==> src/rtl/instr_fetch.sv <==
// Single-outstanding instruction fetch stage: req/gnt/rvalid imem port, PC update at retire.
// Optional FETCH_MISALIGN_CHECK_EN traps on a misaligned next PC instead of fetching it.
module instr_fetch #(
  parameter int                    ADDR_WIDTH = 32,
  parameter logic [ADDR_WIDTH-1:0] RESET_PC   = '0,
  parameter logic [31:0]           NOP_INSTR  = 32'h0000_0013
) (
  input  logic                         clk,
  input  logic                         rst_n,
  input  logic                         PCsrc,
  input  logic signed [ADDR_WIDTH-1:0] ImmOp,
  input  logic                         instr_ready,
  output logic                         imem_req,
  output logic [ADDR_WIDTH-1:0]        imem_addr,
  input  logic                         imem_gnt,
  input  logic                         imem_rvalid,
  input  logic [31:0]                  imem_rdata,
  output logic [31:0]                  Instr,
  output logic                         instr_valid,
  output logic [ADDR_WIDTH-1:0]        PC,
  output logic [ADDR_WIDTH-1:0]        PCplus4,
  output logic                         misalign_err
);

  typedef enum logic [2:0] {IDLE, REQ, WAIT, HOLD, TRAP} state_t;

  state_t                  state, state_nx;
  logic                    retire;
  logic                    misalign;
  logic [ADDR_WIDTH-1:0]   pc_target;

  // Modulo-2^ADDR_WIDTH next-PC; the two's complement offset wraps naturally.
  function automatic logic [ADDR_WIDTH-1:0] next_pc(
    input logic [ADDR_WIDTH-1:0]        pc,
    input logic                         take,
    input logic signed [ADDR_WIDTH-1:0] imm
  );
    next_pc = take ? (pc + $unsigned(imm)) : (pc + ADDR_WIDTH'(4));
  endfunction

  assign PCplus4   = PC + ADDR_WIDTH'(4);
  assign pc_target = next_pc(PC, PCsrc, ImmOp);
  assign retire    = (state == HOLD) && instr_ready;

`ifdef FETCH_MISALIGN_CHECK_EN
  assign misalign  = (pc_target[1:0] != 2'b00);
  assign imem_addr = PC;

  always_ff @(posedge clk or negedge rst_n) begin
    if (!rst_n)
      misalign_err <= 1'b0;
    else if (retire && misalign)
      misalign_err <= 1'b1;
  end
`else
  assign misalign     = 1'b0;
  assign imem_addr    = {PC[ADDR_WIDTH-1:2], 2'b00};
  assign misalign_err = 1'b0;
`endif

  always_ff @(posedge clk or negedge rst_n) begin
    if (!rst_n)
      state <= IDLE;
    else
      state <= state_nx;
  end

  // Stray rvalid outside WAIT (including alongside gnt in REQ) is deliberately ignored.
  always_comb begin
    state_nx = state;
    imem_req = 1'b0;
    case (state)
      IDLE: state_nx = REQ;
      REQ: begin
        imem_req = 1'b1;
        if (imem_gnt) state_nx = WAIT;
      end
      WAIT: if (imem_rvalid) state_nx = HOLD;
      HOLD: if (instr_ready) state_nx = misalign ? TRAP : REQ;
      TRAP: state_nx = TRAP;
      default: state_nx = IDLE;
    endcase
  end

  always_ff @(posedge clk or negedge rst_n) begin
    if (!rst_n) begin
      PC          <= RESET_PC;
      Instr       <= NOP_INSTR;
      instr_valid <= 1'b0;
    end else if ((state == WAIT) && imem_rvalid) begin
      Instr       <= imem_rdata;
      instr_valid <= 1'b1;
    end else if (retire) begin
      PC          <= pc_target;
      Instr       <= NOP_INSTR;
      instr_valid <= 1'b0;
    end
  end

endmodule
==> config.mk <==
export PLATFORM = sky130hd
export DESIGN_NAME = instr_fetch
export DESIGN_NICKNAME = d
export VERILOG_FILES = /design/src/rtl/instr_fetch.sv
export SDC_FILE = /design/constraint.sdc
export NUM_CORES = 1
export LEC_CHECK = 0
export CORE_MARGIN = 1.5
export CORE_UTILIZATION = 50
export CTS_BUF_LIST = sky130_fd_sc_hd__clkbuf_8 sky130_fd_sc_hd__clkbuf_16
export CTS_CLUSTER_DIAMETER = 50
export CTS_CLUSTER_SIZE = 24
export DETAILED_ROUTE_END_ITERATION = 16
export GPL_TIMING_DRIVEN = 1
export PLACE_DENSITY = 0.95
export SLEW_MARGIN = 10
export SYNTH_ARGS = -nofsm -noshare
export SYNTH_HDL_FRONTEND = slang
export SYNTH_SLANG_ARGS = --single-unit
export TNS_END_PERCENT = 1
==> constraint.sdc <==
create_clock -name clk -period 6.1 [get_ports clk]
set_clock_uncertainty 0.05 [all_clocks]
set_input_delay 1.22 -clock clk [delete_from_list [all_inputs] [get_ports clk]]
set_output_delay 1.22 -clock clk [all_outputs]
set_load 0.005 [all_outputs]
==> summary.md <==
| Metric | Value |
|---|---|
| Status | `complete, no violations` |
| Count of boundary I/O pins | `201` |
| Yosys reg bits | `68` |
| Ranking of synthesized cells by instance count | `sky130_fd_sc_hd__nand2_1 (70), sky130_fd_sc_hd__dfrtp_1 (65), sky130_fd_sc_hd__o21ai_0 (51)` |
| Internal Power | `2.37 mW` |
| Number of violations of the max-capacitance limit | `0` |
| Endpoint with the worst hold slack | `instr_valid` |
| Type of the worst min-delay path | `register to register` |
| Fraction of layout instances using a drive strength above 1 | `0.0595` |
| Number of enable flip-flop cells after synthesis | `0` |
| CTS resizes | `0` |
| Total power divided by cell area | `516 mW/mm²` |
| Clock group share of total power | `0.153` |
| Final Cycle Share | `0.729` |
| Area grow syn2layout | `37.7%` |
| Antenna diode count | `0` |
| Required time of the worst setup path | `4830 ps` |
| Number of placed cells counting well taps | `947` |
| Startpoint of the lowest-slack register-to-register path | `PC[0]` |
| Multi-input combinational cell area | `0.00347 mm²` |
| Overflow left after global routing | `0` |
| Global-route wire length before repair | `28000 µm` |
| Setup repair bufs after CTS | `0` |
| Number of nets at the end of the flow | `921` |
| Number of buffers on the longest clock path | `2` |
| Clock slew seen by the registers of the worst setup and hold paths | `60 ps` |
| Drt pass-1 iters | `5` |
| Total leakage power | `3.31 nW` |
| Most frequent cell after synthesis | `sky130_fd_sc_hd__nand2_1` |
| Endpoint of the worst register-to-register path | `PC[20]` |
| Number of cells traversed by the worst register-to-register path | `11` |
| Relative slew slack | `0.348` |
| Number of unique standard cell types used by synthesis | `74` |
| Synthesis Warnings | `0` |
| Nature of the critical path endpoint | `primary output` |
| FF+latch area | `0.00171 mm²` |
| Clk_lat worst skew | `330 ps` |
| Row cnt | `38` |
| Main synth FF type | `sky130_fd_sc_hd__dfrtp_1` |
| Critical Path Source Type | `register` |
| RSZ-0062 raised after global routing | `no` |
| Via count | `5868` |
| Power, Total | `4.00 mW` |
| Post-synthesis sequential area ratio | `0.303` |
| Total count of hold-check failures in the final report | `0` |
| Fraction of power spent switching nets | `0.408` |
| CTS tree | `done` |
| Via-to-Cell Ratio | `6.09` |
| Combined area of all synthesized cells | `0.00563 mm²` |
| Worst setup path category | `register to primary output` |
| Max VDD drop | `0.252 mV` |
| Critical path arrival | `3180 ps` |
| Fraction of power consumed by combinational cells | `0.603` |
| Total CTS buffers | `9` |
| Top-area cell type share of the netlist area | `0.289` |
| Average footprint of a synthesized cell | `8.36 µm²` |
| Register-to-register setup slack | `3100 ps` |
| Non-filler cells, final | `963` |
| Layout Utilization | `0.709` |
| Post-Layout Inst Area | `0.00776 mm²` |
| Final ANT Viol Nets | `0` |
| Detail-routed net length per standard cell | `18.5 µm` |
| Overall die height | `109 µm` |
| Buffers on Ports | `197` |
| Aggregate routed wire length | `17800 µm` |
| Sinks on Clock Net | `68` |
| Power dissipated by switching net loads | `1.63 mW` |
| DRC violations left | `0` |
| Post-CTS Hold Fix Bufs | `0` |
| Cell types occupying the most area after synthesis | `sky130_fd_sc_hd__dfrtp_1 (29%), sky130_fd_sc_hd__ha_1 (7.1%), sky130_fd_sc_hd__buf_4 (4.7%)` |
| Max Clk Rate | `225 MHz` |
| Crit path time final | `4450 ps` |
| Width of the die | `109 µm` |
| Placed Area | `0.00742 mm²` |
| Final setup TNS | `0 ps` |
| Sequential group share of total power | `0.244` |
| Die footprint | `0.0119 mm²` |
| Library cell occupying the most area in the post-synthesis netlist | `sky130_fd_sc_hd__dfrtp_1` |
| Share of flip-flops with an asynchronous set or reset | `1.00` |
| CTS root buffer | `sky130_fd_sc_hd__clkbuf_16` |
| Maximum number of pins on one net before global-route repair | `69` |
| Transition at the pin with the smallest max-transition slack | `975 ps` |
| Placer Congestion | `0.936` |
| Critical-path maximum fanout | `9` |
| Antenna violations before repair | `0` |
| Hold Crit Start | `instr_valid` |
| Starting utilization of the core area | `0.515` |
| Area of the placeable core | `0.0109 mm²` |
| Number of filler instances in the final layout | `857` |
| Detailed router's first-iteration violation count | `483` |
| Final HPWL DP | `12800 µm` |
| Number of slew-limit violations in the final report | `0` |
| Instance count along the most critical hold path | `2` |
| Number of global-route vias before repair | `5666` |
| Number of cells produced by synthesis | `674` |
| H-tree depth | `3` |
| Final number of setup-violating endpoints | `0` |
| Overall global routing resource usage | `0.301` |
sequential cells by signal, indices dropped and copies added, names as in the netlist:
signal       count
Instr           32
PC              32
instr_valid      1
state            3
power by group through the flow:
stage / Sequential, mW / Clock [mW] / Combinational (mW)
after floorplan: 0.899 / 0 / 1.41
after global placement: 0.957 / 0 / 2.33
after detailed placement: 0.971 / 0 / 2.38
after CTS: 0.968 / 0.619 / 2.40
after global routing: 1.01 / 0.634 / 2.63
final: 0.975 / 0.614 / 2.42
metal layers:
| layer | GRT usage | vias up | part of all wire |
|---|---|---|---|
| li1 | - | 2728 | - |
| met1 | 0.376 | 2783 | 0.40 |
| met2 | 0.517 | 313 | 0.49 |
| met3 | 0.0353 | 44 | 0.076 |
| met4 | 0.138 | 0 | 0.029 |
| met5 | 0 | - | 0 |
worst max-delay path by stage:
stage | start | end | slack, ps | cells past startpoint
floorplan | ImmOp[0] | PC[20] | 2700 | 11
global placement | ImmOp[0] | PC[20] | 1960 | 12
detailed placement | ImmOp[0] | PC[20] | 1910 | 12
CTS | PC[2] | PCplus4[30] | 1670 | 8
global route | PC[2] | PCplus4[30] | 1480 | 8
finish | PC[2] | PCplus4[28] | 1650 | 8
stage by stage:
step / setup WS [ps] / hold slack, ps
after floorplan: 2700 / 421
after global placement: 1960 / 415
after detailed placement: 1910 / 420
after CTS: 1670 / 434
after global routing: 1480 / 465
final: 1650 / 437
final cells by class:
cell class | count | area share
Clock buffer | 9 | 0.0290
Clock inverter | 7 | 0.0152
Inverter | 16 | 0.00774
Multi-Input combinational cell | 520 | 0.447
Sequential cell | 68 | 0.220
Tap cell | 140 | 0.0226
Timing Repair Buffer | 203 | 0.259
worst max-delay path, stage by stage (launching register included):
cell	delay, ps
sky130_fd_sc_hd__dfrtp_1	490
sky130_fd_sc_hd__ha_1	270
sky130_fd_sc_hd__nand3_1	280
sky130_fd_sc_hd__nor4_4	450
sky130_fd_sc_hd__nand2b_2	210
sky130_fd_sc_hd__nor2_2	210
sky130_fd_sc_hd__nand4_1	200
sky130_fd_sc_hd__xnor2_1	210
sky130_fd_sc_hd__clkdlybuf4s50_1	520
cell usage in the layout (no fill, tap or decap), types with 5 or more instances in the layout:
master / count
sky130_fd_sc_hd__o21ai_0: 51
sky130_fd_sc_hd__xnor2_1: 27
sky130_fd_sc_hd__and4_1: 5
sky130_fd_sc_hd__and3_1: 18
sky130_fd_sc_hd__a21o_1: 15
sky130_fd_sc_hd__nor4_1: 7
sky130_fd_sc_hd__dfrtp_1: 65
sky130_fd_sc_hd__a21oi_1: 48
sky130_fd_sc_hd__o22a_1: 5
sky130_fd_sc_hd__a31oi_1: 6
sky130_fd_sc_hd__a22oi_1: 9
sky130_fd_sc_hd__inv_1: 17
sky130_fd_sc_hd__clkdlybuf4s50_1: 195
sky130_fd_sc_hd__nand3_1: 22
sky130_fd_sc_hd__nand4_1: 11
sky130_fd_sc_hd__nand2_1: 70
sky130_fd_sc_hd__buf_4: 6
sky130_fd_sc_hd__clkbuf_16: 9
sky130_fd_sc_hd__xor2_1: 25
sky130_fd_sc_hd__nor3_1: 11
sky130_fd_sc_hd__a22o_1: 29
sky130_fd_sc_hd__nor2_1: 45
sky130_fd_sc_hd__ha_1: 32
cell families after synthesis:
kind of cell / after synthesis / synth area share
compound gates: 208 / 0.251
xor+xnor: 52 / 0.0809
fa+ha+maj: 33 / 0.0746
buf+inv: 88 / 0.0837
flops: 68 / 0.303
mux: 2 / 0.00355
other cells: 1 / 0.000666
simple gates: 222 / 0.203
(Power assumes the default switching activity.)
==> edit, RTL diff (config.mk and constraints unchanged) <==
Change the parameter `ADDR_WIDTH` from 32 to 64.
--- a/src/rtl/instr_fetch.sv
+++ b/src/rtl/instr_fetch.sv
@@ -2,5 +2,5 @@
 // Optional FETCH_MISALIGN_CHECK_EN traps on a misaligned next PC instead of fetching it.
 module instr_fetch #(
-  parameter int                    ADDR_WIDTH = 32,
+  parameter int                    ADDR_WIDTH = 64,
   parameter logic [ADDR_WIDTH-1:0] RESET_PC   = '0,
   parameter logic [31:0]           NOP_INSTR  = 32'h0000_0013
Ports: changed (resized ImmOp, PC, PCplus4 and imem_addr); port bits go from 201 to 329. The function was not compared with the original's and may differ.
==> edit against the original RTL <==
Sequential share of layout area fell by 3.4 points; sequential cell count rose by 32; routed wire length rose by 110%; worst hold slack got worse by 5.7 ps; count of clock-buffer cells in the layout did not move; non-clock buffer count rose by 131; first-iteration DRC count rose to 2.6 times the old value; worst setup slack got worse by 800 ps; area after synthesis rose by 83%; critical path depth did not move; cell area rose by 73%; total power rose by 72%; highest routed layer unchanged.
==> edit: results (changes against the original RTL) <==
Run status
  – Status: complete, no violations

Layout
  – Nets: 1707 (+85%)
  – Post-route non-filler standard cell count: 1815 (+88%)
  – Share of layout cells above drive strength 1: 4.01% (-1.9 points)
  – Top Registers: PC (64), Instr (32), state (3)

Global route
  – Pin count of the biggest net entering global routing: 86 (+25%)
  – Gr usage total: 34.5% (+4.5 points)

Power and ir drop
  – Net Switching: 0.00321 W (+96%)
  – Sequential Power: 0.00156 W (+60%)
  – Leak pwr: 5.61 nW (+70%)

Worst setup path
  – R2R Setup Slk: 2350 ps (-750 ps)
  – Reg-to-reg endpoint: PC[62]
  – Data arrival time of the worst path: 3970 ps (+790 ps)
  – R2R cell count: 9 (-2)

Logic synthesis
  – Mux contribution to synthesized area: 1.33% (+0.97 points)
  – Top post-synthesis cells by area: dfrtp_1, ha_1, a21oi_1

Detailed routing
  – Starting DRT DRC Count: 1245 (+160%)
  – DRT Wirelength: 37800 µm (+110%)
  – DRT Pass-1 Iters: 6 (+1)
  – Via-to-Cell Ratio: 6.29 (+3.2%)

Place
  – GPL Wtd Cong: 0.988 (+5.5%)
  – DPL Wire Length: 28600 µm (+120%)

Clock tree
  – Clock-pin slew on the worst setup and hold paths: 80 ps (+20 ps)
  – Clk_lat worst skew: 360 ps (+30 ps)

Timing
  – Period utilization: 86.0% (+13 points)
[edit: changes by cell type in the layout (fill, tap and decap cells not counted), sizes merged, moves of 21 or more]
| cell | change |
|---|---|
| clkdlybuf4s50 | +128 |
| ha | +32 |
| nand4 | +28 |
| nor3 | +25 |
| nor2 | +45 |
| nand2 | +68 |
| dfrtp | +32 |
| o21ai | +65 |
| a21o | +27 |
| xor2 | +21 |
| a21oi | +74 |
| xnor2 | +34 |
[edit: stage by stage]
stage	util, %	total power [W]	cell area, µm²	hold WS [ps]
after floorplan	-	0.00418	10300	424
after global placement	65.1	0.00609	13200	422
after detailed placement	65.1	0.00617	13200	420
after CTS	66.5	0.00679	13500	437
after global routing	66.5	0.00734	13500	467
final	66.5	0.00687	13500	431
[edit: routing by layer]
metal	routed length, µm	share of wire, %	global-route usage, %	up-vias
li1	-	-	-	5220
met1	15400	41	45.0	5359
met2	17300	46	56.1	717
met3	3770	10	6.97	114
met4	1290	3.4	13.7	0
met5	0	0	0	-
[edit: cell type report]
class                      count  area (µm²)
tap                          270         338
clock inverter                 7        60.1
multi-input combinational   1072        6920
sequential                   100        2510
timing repair buffer         334        3320
clock buffer                   9         225
fill                        1715        6780
inverter                      23        86.3
[edit: worst min-delay path by stage]
| stage | endpoint | cells after the start | start |
|---|---|---|---|
| 2_1_floorplan | instr_valid | 1 | instr_valid |
| 3_3_place_gp | instr_valid | 1 | instr_valid |
| 3_5_place_dp | instr_valid | 1 | instr_valid |
| 4_1_cts | instr_valid | 1 | instr_valid |
| 5_1_grt | instr_valid | 1 | instr_valid |
| 6_report | instr_valid | 1 | instr_valid |
